$ cat src/rtl/inertial_pkg.sv
// Shared types and constants for the inertial sensor SPI front end.
package inertial_pkg;

  // Top-level sequencing states
  typedef enum logic [3:0] {
    ST_INIT_WAIT,
    ST_CFG1,
    ST_CFG2,
    ST_CFG3,
    ST_CFG4,
    ST_WAIT_INT,
    ST_RD_PL,
    ST_RD_PH,
    ST_RD_AL,
    ST_RD_AH
  } inert_state_t;

  // SPI shifter states
  typedef enum logic [1:0] {
    SPI_IDLE,
    SPI_XFER,
    SPI_FIN
  } spi_state_t;

  // Sensor configuration writes, issued once after power-up
  localparam logic [15:0] CFG_INT_EN = 16'h0D02;  // INT on data ready
  localparam logic [15:0] CFG_ACCEL  = 16'h1053;  // accel 208Hz +/-2g
  localparam logic [15:0] CFG_GYRO   = 16'h1150;  // gyro 208Hz 250dps
  localparam logic [15:0] CFG_ROUND  = 16'h1460;  // rounding

  // Output data register addresses
  localparam logic [6:0] ADDR_PTCH_L = 7'h22;
  localparam logic [6:0] ADDR_PTCH_H = 7'h23;
  localparam logic [6:0] ADDR_AZ_L   = 7'h2C;
  localparam logic [6:0] ADDR_AZ_H   = 7'h2D;

  // Read command: R/W bit set, address, don't-care payload sent as zero
  function automatic logic [15:0] rd_cmd(input logic [6:0] addr);
    return {1'b1, addr, 8'h00};
  endfunction

endpackage

$ cat src/rtl/inertial_if.sv
// Sensor pins plus the sample stream to the pitch integrator.
interface inertial_if;
  logic        INT;
  logic        MISO;
  logic        SS_n;
  logic        SCLK;
  logic        MOSI;
  logic        vld;
  logic [15:0] ptch_rt;
  logic [15:0] AZ;

  modport master (
    input  INT, MISO,
    output SS_n, SCLK, MOSI, vld, ptch_rt, AZ
  );

  modport slave (
    output INT, MISO,
    input  SS_n, SCLK, MOSI, vld, ptch_rt, AZ
  );
endinterface

$ cat src/rtl/spi_mnrch.sv
// 16-bit SPI initiator, mode 3 (SCLK idles high), MSB first.
//
//  state    | meaning
//  SPI_IDLE | SS_n high, waiting for wrt
//  SPI_XFER | shifting; SCLK falls at div==0, rises at div==half
//  SPI_FIN  | SS_n just released; done fires on the next edge
module spi_mnrch #(
  parameter int SCLK_DIV_W = 5
) (
  input  logic        clk,
  input  logic        rst,
  input  logic        wrt,
  input  logic [15:0] cmd,
  input  logic        MISO,
  output logic        done,
  output logic [15:0] rd_data,
  output logic        SS_n,
  output logic        SCLK,
  output logic        MOSI
);
  import inertial_pkg::*;

  localparam logic [SCLK_DIV_W-1:0] DIV_HALF = {1'b1, {(SCLK_DIV_W-1){1'b0}}};

  spi_state_t            state_q, state_d;
  logic [SCLK_DIV_W-1:0] div_q;
  logic [4:0]            bit_cnt_q;
  logic [15:0]           tx_q;
  logic [15:0]           rx_q;
  logic                  fall, rise, finish;

  assign rd_data = rx_q;

  // State register
  always_ff @(posedge clk) begin
    if (rst) state_q <= SPI_IDLE;
    else     state_q <= state_d;
  end

  // Next state and SCLK edge decisions
  always_comb begin
    state_d = state_q;
    fall    = 1'b0;
    rise    = 1'b0;
    finish  = 1'b0;
    case (state_q)
      SPI_IDLE: if (wrt) state_d = SPI_XFER;
      SPI_XFER: begin
        if (div_q == '0) begin
          // After the 16th rise, the next would-be fall releases SS_n instead
          if (bit_cnt_q == 5'd16) begin
            finish  = 1'b1;
            state_d = SPI_FIN;
          end else begin
            fall = 1'b1;
          end
        end else if (div_q == DIV_HALF) begin
          rise = 1'b1;
        end
      end
      SPI_FIN:  state_d = SPI_IDLE;
      default:  state_d = SPI_IDLE;
    endcase
  end

  // Pins, divider and shift registers
  always_ff @(posedge clk) begin
    if (rst) begin
      SS_n      <= 1'b1;
      SCLK      <= 1'b1;
      MOSI      <= 1'b0;
      done      <= 1'b0;
      div_q     <= '0;
      bit_cnt_q <= '0;
      tx_q      <= '0;
      rx_q      <= '0;
    end else begin
      done <= (state_q == SPI_FIN);
      if (state_q == SPI_IDLE && wrt) begin
        SS_n      <= 1'b0;
        div_q     <= '0;
        bit_cnt_q <= '0;
        tx_q      <= cmd;
      end
      if (state_q == SPI_XFER) div_q <= div_q + SCLK_DIV_W'(1);
      if (fall) begin
        SCLK <= 1'b0;
        MOSI <= tx_q[15];
        tx_q <= {tx_q[14:0], 1'b0};
      end
      if (rise) begin
        SCLK      <= 1'b1;
        rx_q      <= {rx_q[14:0], MISO};
        bit_cnt_q <= bit_cnt_q + 5'd1;
      end
      if (finish) SS_n <= 1'b1;
    end
  end

endmodule

$ cat src/rtl/inertial_intf.sv
// Inertial sensor front end: power-up wait, configuration, sample reads.
//
//  state        | meaning
//  ST_INIT_WAIT | waiting out sensor power-up
//  ST_CFG1..4   | one configuration write each
//  ST_WAIT_INT  | idle until synchronised INT is high
//  ST_RD_PL/PH  | reading pitch rate low/high byte
//  ST_RD_AL/AH  | reading Z accel low/high byte; AH done publishes the sample
module inertial_intf #(
  parameter int INIT_WAIT_W = 16,
  parameter int SCLK_DIV_W  = 5
) (
  input  logic        clk,
  input  logic        rst,
  inertial_if.master  bus
);
  import inertial_pkg::*;

  inert_state_t           state_q, state_d;
  logic [INIT_WAIT_W-1:0] pwr_cnt_q;
  logic                   pwr_sat;
  logic                   int_meta_q, int_sync_q;
  logic                   wrt;
  logic [15:0]            cmd;
  logic                   done;
  logic [15:0]            rd_data;
  logic [7:0]             pl_q, ph_q, al_q;
  logic [15:0]            ptch_q, az_q;
  logic                   vld_q;
  logic                   unused_rd_hi;

  assign pwr_sat      = &pwr_cnt_q;
  assign unused_rd_hi = ^rd_data[15:8];
  assign bus.vld      = vld_q;
  assign bus.ptch_rt  = ptch_q;
  assign bus.AZ       = az_q;

  spi_mnrch #(.SCLK_DIV_W(SCLK_DIV_W)) u_spi (
    .clk     (clk),
    .rst     (rst),
    .wrt     (wrt),
    .cmd     (cmd),
    .MISO    (bus.MISO),
    .done    (done),
    .rd_data (rd_data),
    .SS_n    (bus.SS_n),
    .SCLK    (bus.SCLK),
    .MOSI    (bus.MOSI)
  );

  // State register
  always_ff @(posedge clk) begin
    if (rst) state_q <= ST_INIT_WAIT;
    else     state_q <= state_d;
  end

  // Next state; each transaction is launched on the edge that enters its state
  always_comb begin
    state_d = state_q;
    wrt     = 1'b0;
    cmd     = '0;
    case (state_q)
      ST_INIT_WAIT: if (pwr_sat) begin state_d = ST_CFG1; wrt = 1'b1; cmd = CFG_INT_EN; end
      ST_CFG1:      if (done) begin state_d = ST_CFG2; wrt = 1'b1; cmd = CFG_ACCEL; end
      ST_CFG2:      if (done) begin state_d = ST_CFG3; wrt = 1'b1; cmd = CFG_GYRO; end
      ST_CFG3:      if (done) begin state_d = ST_CFG4; wrt = 1'b1; cmd = CFG_ROUND; end
      ST_CFG4:      if (done) state_d = ST_WAIT_INT;
      ST_WAIT_INT:  if (int_sync_q) begin state_d = ST_RD_PL; wrt = 1'b1; cmd = rd_cmd(ADDR_PTCH_L); end
      ST_RD_PL:     if (done) begin state_d = ST_RD_PH; wrt = 1'b1; cmd = rd_cmd(ADDR_PTCH_H); end
      ST_RD_PH:     if (done) begin state_d = ST_RD_AL; wrt = 1'b1; cmd = rd_cmd(ADDR_AZ_L); end
      ST_RD_AL:     if (done) begin state_d = ST_RD_AH; wrt = 1'b1; cmd = rd_cmd(ADDR_AZ_H); end
      ST_RD_AH:     if (done) state_d = ST_WAIT_INT;
      default:      state_d = ST_INIT_WAIT;
    endcase
  end

  // Power-up counter, saturates and then stays put until the next reset
  always_ff @(posedge clk) begin
    if (rst)                                     pwr_cnt_q <= '0;
    else if (state_q == ST_INIT_WAIT && !pwr_sat) pwr_cnt_q <= pwr_cnt_q + INIT_WAIT_W'(1);
  end

  // Two-flop synchroniser for the asynchronous INT pin
  always_ff @(posedge clk) begin
    if (rst) begin
      int_meta_q <= 1'b0;
      int_sync_q <= 1'b0;
    end else begin
      int_meta_q <= bus.INT;
      int_sync_q <= int_meta_q;
    end
  end

  // Byte capture; both words publish together with the vld strobe
  always_ff @(posedge clk) begin
    if (rst) begin
      pl_q   <= '0;
      ph_q   <= '0;
      al_q   <= '0;
      ptch_q <= '0;
      az_q   <= '0;
      vld_q  <= 1'b0;
    end else begin
      vld_q <= 1'b0;
      if (done) begin
        case (state_q)
          ST_RD_PL: pl_q <= rd_data[7:0];
          ST_RD_PH: ph_q <= rd_data[7:0];
          ST_RD_AL: al_q <= rd_data[7:0];
          ST_RD_AH: begin
            ptch_q <= {ph_q, pl_q};
            az_q   <= {rd_data[7:0], al_q};
            vld_q  <= 1'b1;
          end
          default: ;
        endcase
      end
    end
  end

endmodule

$ cat src/flat_wrapper.sv
// flat-port wrapper written by rule: the top's interface ports become plain ports
module inertial_intf_flat import inertial_pkg::*;
#(
  parameter int INIT_WAIT_W = 16,
  parameter int SCLK_DIV_W  = 5
)
  (clk, rst, bus_INT, bus_MISO, bus_SS_n, bus_SCLK, bus_MOSI, bus_vld, bus_ptch_rt, bus_AZ);
  inertial_if bus_i ();
  input  logic clk;
  input  logic rst;
  input wire logic [$bits(bus_i.INT)-1:0] bus_INT;
  input wire logic [$bits(bus_i.MISO)-1:0] bus_MISO;
  output wire logic [$bits(bus_i.SS_n)-1:0] bus_SS_n;
  output wire logic [$bits(bus_i.SCLK)-1:0] bus_SCLK;
  output wire logic [$bits(bus_i.MOSI)-1:0] bus_MOSI;
  output wire logic [$bits(bus_i.vld)-1:0] bus_vld;
  output wire logic [$bits(bus_i.ptch_rt)-1:0] bus_ptch_rt;
  output wire logic [$bits(bus_i.AZ)-1:0] bus_AZ;
  assign bus_i.INT = bus_INT;
  assign bus_i.MISO = bus_MISO;
  assign bus_SS_n = bus_i.SS_n;
  assign bus_SCLK = bus_i.SCLK;
  assign bus_MOSI = bus_i.MOSI;
  assign bus_vld = bus_i.vld;
  assign bus_ptch_rt = bus_i.ptch_rt;
  assign bus_AZ = bus_i.AZ;
  inertial_intf #(.INIT_WAIT_W(INIT_WAIT_W), .SCLK_DIV_W(SCLK_DIV_W)) u_core (.clk(clk), .rst(rst), .bus(bus_i));
endmodule
$ cat config.mk
export PLATFORM = sky130hd
export DESIGN_NAME = inertial_intf_flat
export DESIGN_NICKNAME = d
export VERILOG_FILES = /design/src/rtl/inertial_pkg.sv /design/src/rtl/inertial_if.sv /design/src/rtl/spi_mnrch.sv /design/src/rtl/inertial_intf.sv /design/src/flat_wrapper.sv
export SDC_FILE = /design/constraint.sdc
export NUM_CORES = 1
export LEC_CHECK = 0
export ABC_CLOCK_PERIOD_IN_PS = 3430
export CAP_MARGIN = 0
export CORE_MARGIN = 2
export CORE_UTILIZATION = 30
export CTS_BUF_LIST = sky130_fd_sc_hd__clkbuf_16
export CTS_CLUSTER_SIZE = 14
export DETAILED_ROUTE_END_ITERATION = 16
export PLACE_DENSITY = 0.54
export SLEW_MARGIN = 15
export SYNTH_ARGS = -nofsm -noshare
export SYNTH_HDL_FRONTEND = slang
export SYNTH_HIERARCHICAL = 1
export SYNTH_SLANG_ARGS = --single-unit
$ cat constraint.sdc
create_clock -name clk -period 3.43 [get_ports clk]
set_input_delay 0.686 -clock clk [delete_from_list [all_inputs] [get_ports clk]]
set_output_delay 0.686 -clock clk [all_outputs]
set_load 0.01 [all_outputs]
==> impl_metrics.py, run 1 <==
metrics = {
    "die": {
        "num_rows": 48,
        "io-pin-count": 40,
        "core_mm2": 0.0172,
        "die_w_um": 136,
        "die_h_um": 136,
        "start_util_pct": 30.4,
        "fp.dieArea_mm2": 0.0185,
    },
    "clock_tree": {
        "cts_buffer_depth": 2,
        "clk_pin_slew_ns": 0.05,
        "cts_resized": 0,
        "cts_buffers": 17,
        "cts_max_level": 4,
        "cts_root_buf": "clkbuf_16",
        "clk_latency_ns": 0.41,
        "cts_setup_buffers": 0,
        "ctsHoldBuffers": 0,
        "cts_tree": "done",
        "clkSinkCount": 119,
    },
    "layout": {
        "utilization_pct": 37.1,
        "regArea_mm2": 0.00238,
        "syn_to_final_growth_pct": 22.2,
        "fillers": 1768,
        "diodes": 0,
        "drive_gt1_share_pct": 7.60,
        "finalInstanceArea_mm2": 0.00637,
        "fin_nets": 641,
        "multiInputGateArea_mm2": 0.00258,
    },
    "place": {
        "hpwl_mm": 8.06,
        "io_buffer_count": 39,
        "globalplace.congestion": 0.798,
        "place_area_mm2": 0.00573,
        "place_ws_ns": 0.726,
    },
    "drt": {
        "wl_per_cell_um": 14.2,
        "remaining_drc_errors": 0,
        "first_pass_iters": 5,
        "dr.first_iter.drc_count": 353,
        "avgViaCountPerCell": 5.11,
        "final_antenna_net_count": 0,
        "vias": 4446,
        "drt_wl_total_mm": 12.4,
    },
    "worst_setup_path": {
        "worst-setup-path-type": "reg2reg",
        "critPathRequiredTime_ns": 3.73,
        "critPathTopFamily": "simple AND/OR/NAND/NOR gates",
        "startpoint": "u_core/state_q[0]",
        "r2r-start": "u_core/state_q[0]",
        "slowest_stage": "dfxtp_1",
        "start_kind": "flip-flop",
        "slowest_delay_ns": 0.50,
        "critPathBufInv": 1,
        "crit_path_max_fanout": 17,
        "crit_path_end_kind": "flip-flop",
        "crit_chain": "nor4_4, nand3_1, nand2b_1, o211ai_1, nor3b_2, buf_4, mux2i_1, a221oi_1",
        "cp_data_arrival_time_ns": 3.09,
    },
    "sta": {
        "fmax_mhz": 359,
        "rsz0062_at_grt": "no",
        "fin_skew_ns": 0.00833,
        "finalWorstSetupSlack_ns": 0.641,
        "maxSlewViolCount": 0,
        "slew-limit-headroom_pct": 46.2,
        "setup_viol": 0,
        "tightest_slew_ns": 0.807,
        "final.setup.tns_ns": 0,
        "min_period_ns": 2.79,
        "hold_viol": 0,
        "finalCritPeriodShare_pct": 81.3,
    },
    "global_routing": {
        "antenna_found_initial": 0,
        "gr-total-overflow": 0,
        "grt_max_degree": 62,
        "grt_pass1_wl_mm": 20.6,
        "grt_pass1_vias": 4324,
        "grt_use_total_pct": 13.8,
    },
    "power_and_ir_drop": {
        "vdd_drop_max_mv": 0.322,
        "p_leak_nw": 2.06,
        "power.density_mw_per_mm2": 569,
    },
    "synthesis": {
        "avgSynthCellArea_um2": 8.52,
        "syn_area_mm2": 0.00522,
        "yosys_warnings": 6,
        "syn_inst": 612,
    },
    "worst_hold_path": {
        "min_path_type": "reg2reg",
        "min_from": "u_core/ph_q[5]",
    },
    "status": {
        "status": "completed",
    },
    "flow_run": {
        "drv_cap": 0,
    },
}
[per-stage QoR]
| step | hold slack (ns) | power (mW) | std cells |
|---|---|---|---|
| 2_1_floorplan | 0.414 | 1.67 | 615 |
| 3_3_place_gp | 0.445 | 1.71 | 838 |
| 3_5_place_dp | 0.446 | 1.72 | 838 |
| 4_1_cts | 0.444 | 3.67 | 870 |
| 5_1_grt | 0.464 | 3.77 | 870 |
| 6_report | 0.442 | 3.63 | 870 |
[power by group]
part / internal, mW / total [mW] / leakage (nW) / switching, mW
registers: 1.41 / 1.47 / 0.959 / 0.0601
logic: 0.0950 / 0.223 / 0.769 / 0.128
clock network: 1.34 / 1.94 / 0.330 / 0.598
total: 2.84 / 3.63 / 2.06 / 0.786
[worst register-to-register path, cell delays in order, from the launching register on]
cell	delay [ns]
dfxtp_1	0.50
nor4_4	0.45
nand3_1	0.26
nand2b_1	0.28
o211ai_1	0.21
nor3b_2	0.23
buf_4	0.30
mux2i_1	0.13
a221oi_1	0.32
[sequential cells by signal (all words and copies together), names as in the netlist]
signal                  cells
u_core/int_meta_q           1
u_core/bus.AZ              16
u_core/bus.vld              1
u_core/bus.ptch_rt         16
u_core/state_q              4
u_core/u_spi/SS_n           1
u_core/u_spi/tx_q          16
u_core/pl_q                 8
u_core/ph_q                 8
u_core/u_spi/rd_data        8
u_core/pwr_cnt_q           16
u_core/al_q                 8
u_core/u_spi/state_q        2
u_core/int_sync_q           1
u_core/u_spi/MOSI           1
u_core/u_spi/SCLK           1
u_core/u_spi/done           1
u_core/u_spi/bit_cnt_q      5
u_core/u_spi/div_q          5
[final timing paths]
path	to	slack (ns)	cells after the start
setup reg to reg	u_core/u_spi/tx_q[8]	0.64	8
hold / removal	u_core/bus.ptch_rt[13]	0.44	2
setup / recovery	u_core/u_spi/tx_q[8]	0.64	8
hold reg to reg	u_core/bus.ptch_rt[13]	0.44	2
[routing by layer]
| metal | up-vias | global-route usage, % | part of all wire (%) |
|---|---|---|---|
| met2 | 70 | 21.7 | 46 |
| li1 | 2231 | - | - |
| met1 | 2131 | 18.1 | 49 |
| met4 | 0 | 5.90 | 1.2 |
| met5 | - | 0 | 0 |
| met3 | 14 | 3.43 | 3.7 |
[placed cells by master, fill, tap and decap left out, drive strengths merged, types with 2 or more instances in the layout]
cell           count
nand4b             2
nor2b              7
nor3b              4
o311ai             2
dfxtp            119
clkbuf            17
a221oi            16
or3                8
a221o              2
nand4bb            2
clkdlybuf4s50     38
nor3               5
nand4              9
or3b               2
o31ai              7
conb               4
inv               13
nand2b             4
nand3             40
nor4b              3
nor2              43
a211oi             2
nand2            100
bufinv             6
or4                8
and3               2
buf                9
ha                 5
nor4               4
o21ai             22
o21a               2
xor2               2
a22oi              2
nand3b             2
clkinv             5
a31oi              3
a21oi             78
mux2i             25
o41ai              3
o211ai             8
[final cells by class]
cell class / count / area share [%]
Tap cell: 225 / 4.42
Clock buffer: 17 / 6.67
Timing Repair Buffer: 47 / 7.03
Inverter: 9 / 0.530
Multi-Input combinational cell: 438 / 40.6
Sequential cell: 119 / 37.4
Clock inverter: 15 / 3.42
Power figures use the tool's default switching activity.
==> inputs of run 2 (changes only) <==
- ABC_CLOCK_PERIOD_IN_PS: 3430 -> 2850
- clock period: 3.43 -> 2.85 ns (I/O delays scaled with it)
==> impl_metrics.py, run 2 (synthesis gave the netlist of run 1 again) <==
metrics = {
    "global_routing": {
        "grtUsageMet1_pct": 17.5,
        "grt_busiest_layer": "met2",
        "gr-total-overflow": 0,
        "groute.layer.met2.usage_pct": 21.7,
        "grt_pass1_vias": 4230,
        "antenna_found_initial": 0,
        "grt_use_total_pct": 14.0,
        "grt_pass1_wl_mm": 20.3,
        "grt_max_degree": 72,
        "grt_use_met3_pct": 5.37,
    },
    "clock_tree": {
        "ctsHoldBuffers": 0,
        "clk_pin_slew_ns": 0.05,
        "clk_latency_ns": 0.41,
        "cts_max_level": 4,
        "cts_tree": "done",
        "cts_buffers": 17,
        "cts_buffer_depth": 2,
        "cts_root_buf": "clkbuf_16",
        "cts_setup_buffers": 0,
        "cts_resized": 0,
        "clkSinkCount": 119,
    },
    "layout": {
        "syn_to_final_growth_pct": 21.4,
        "fin_nets": 650,
        "drive_gt1_share_pct": 7.99,
        "mostFrequentLayoutCells": "dfxtp_1 (119), nand2_1 (100), a21oi_1 (78), nor2_1 (40), nand3_1 (39)",
        "layoutNonFillerInstCount": 876,
        "utilization_pct": 36.9,
        "fillers": 1802,
        "final_common_cell": "dfxtp_1",
        "diodes": 0,
    },
    "power_and_ir_drop": {
        "power.density_mw_per_mm2": 631,
        "p_leak_nw": 2.05,
        "power.total_mw": 4.00,
        "vdd_drop_max_mv": 0.464,
    },
    "drt": {
        "final_antenna_net_count": 0,
        "first_pass_iters": 7,
        "avgViaCountPerCell": 5.16,
        "drt_wl_total_mm": 12.5,
        "dr.first_iter.drc_count": 314,
        "remaining_drc_errors": 0,
        "vias": 4522,
        "wl_per_cell_um": 14.3,
    },
    "die": {
        "num_rows": 48,
        "die_h_um": 136,
        "io-pin-count": 40,
        "start_util_pct": 30.4,
        "core_mm2": 0.0172,
        "fp.dieArea_mm2": 0.0185,
        "die_w_um": 136,
    },
    "worst_setup_path": {
        "start_kind": "flip-flop",
        "reg2reg_slack_ns": 0.42,
        "crit_path_end_kind": "flip-flop",
        "cp_data_arrival_time_ns": 2.72,
        "worst-setup-path-type": "reg2reg",
        "critPathRequiredTime_ns": 3.15,
        "crit_path_max_fanout": 10,
    },
    "sta": {
        "final.setup.tns_ns": 0,
        "rsz0062_at_grt": "no",
        "hold_viol": 0,
        "finalCritPeriodShare_pct": 85.2,
        "fin_skew_ns": 0.00704,
        "min_period_ns": 2.43,
        "slew-limit-headroom_pct": 44.6,
        "finalWorstSetupSlack_ns": 0.423,
        "tightest_slew_ns": 0.830,
        "maxSlewViolCount": 0,
        "fmax_mhz": 412,
        "setup_viol": 0,
    },
    "place": {
        "globalplace.congestion": 0.785,
        "io_buffer_count": 39,
        "place_ws_ns": 0.438,
        "hpwl_mm": 8.21,
        "placedCellCount": 847,
    },
    "status": {
        "status": "completed",
    },
    "flow_run": {
        "drv_cap": 0,
    },
    "worst_hold_path": {
        "min_path_type": "reg2reg",
    },
}
run 2: final timing paths:
kind | startpoint | end | depth (start not counted)
worst max-delay path | u_core/state_q[2] | u_core/u_spi/SS_n | 6
worst min-delay path | u_core/bus.AZ[4] | u_core/bus.AZ[4] | 2
worst max register to register | u_core/state_q[2] | u_core/u_spi/SS_n | 6
worst min register to register | u_core/bus.AZ[4] | u_core/bus.AZ[4] | 2
run 2: layout make-up:
| type | instances | area (um2) | area share [%] |
|---|---|---|---|
| clock buffers | 17 | 425 | 6.72 |
| clock inverters | 12 | 98.8 | 1.56 |
| repair buffers | 56 | 528 | 8.33 |
| well taps | 225 | 282 | 4.44 |
| inverters | 9 | 33.8 | 0.533 |
| flip-flops and latches | 119 | 2380 | 37.6 |
| multi-input cells | 438 | 2580 | 40.8 |
run 2: stage by stage:
stage          hold slack, ns  instance area, um2
6_report                0.450                6330
5_1_grt                 0.468                6330
4_1_cts                 0.454                6330
3_5_place_dp            0.430                5810
3_3_place_gp            0.445                5810
2_1_floorplan           0.414                5230
run 2: per-layer routing:
layer	up-vias	part of all wire, %	wire length, um
li1	2242	-	-
met1	2149	46	5810
met2	117	47	5850
met3	14	5.6	704
met4	0	1.4	180
met5	-	0	0
run 2: critical path, cell delays in order, from the launching register on:
cell,delay (ns)
dfxtp_1,0.39
or3b_2,0.56
nor2_1,0.16
o21ai_0,0.11
o211ai_1,0.15
or3b_1,0.55
a221o_1,0.40
run 2: power breakdown:
| group | leakage, nW | internal [mW] | total, mW | switching, mW |
|---|---|---|---|---|
| logic | 0.819 | 0.143 | 0.356 | 0.213 |
| clock network | 0.271 | 1.23 | 1.92 | 0.680 |
| registers | 0.959 | 1.70 | 1.72 | 0.0275 |
| total | 2.05 | 3.07 | 4.00 | 0.921 |
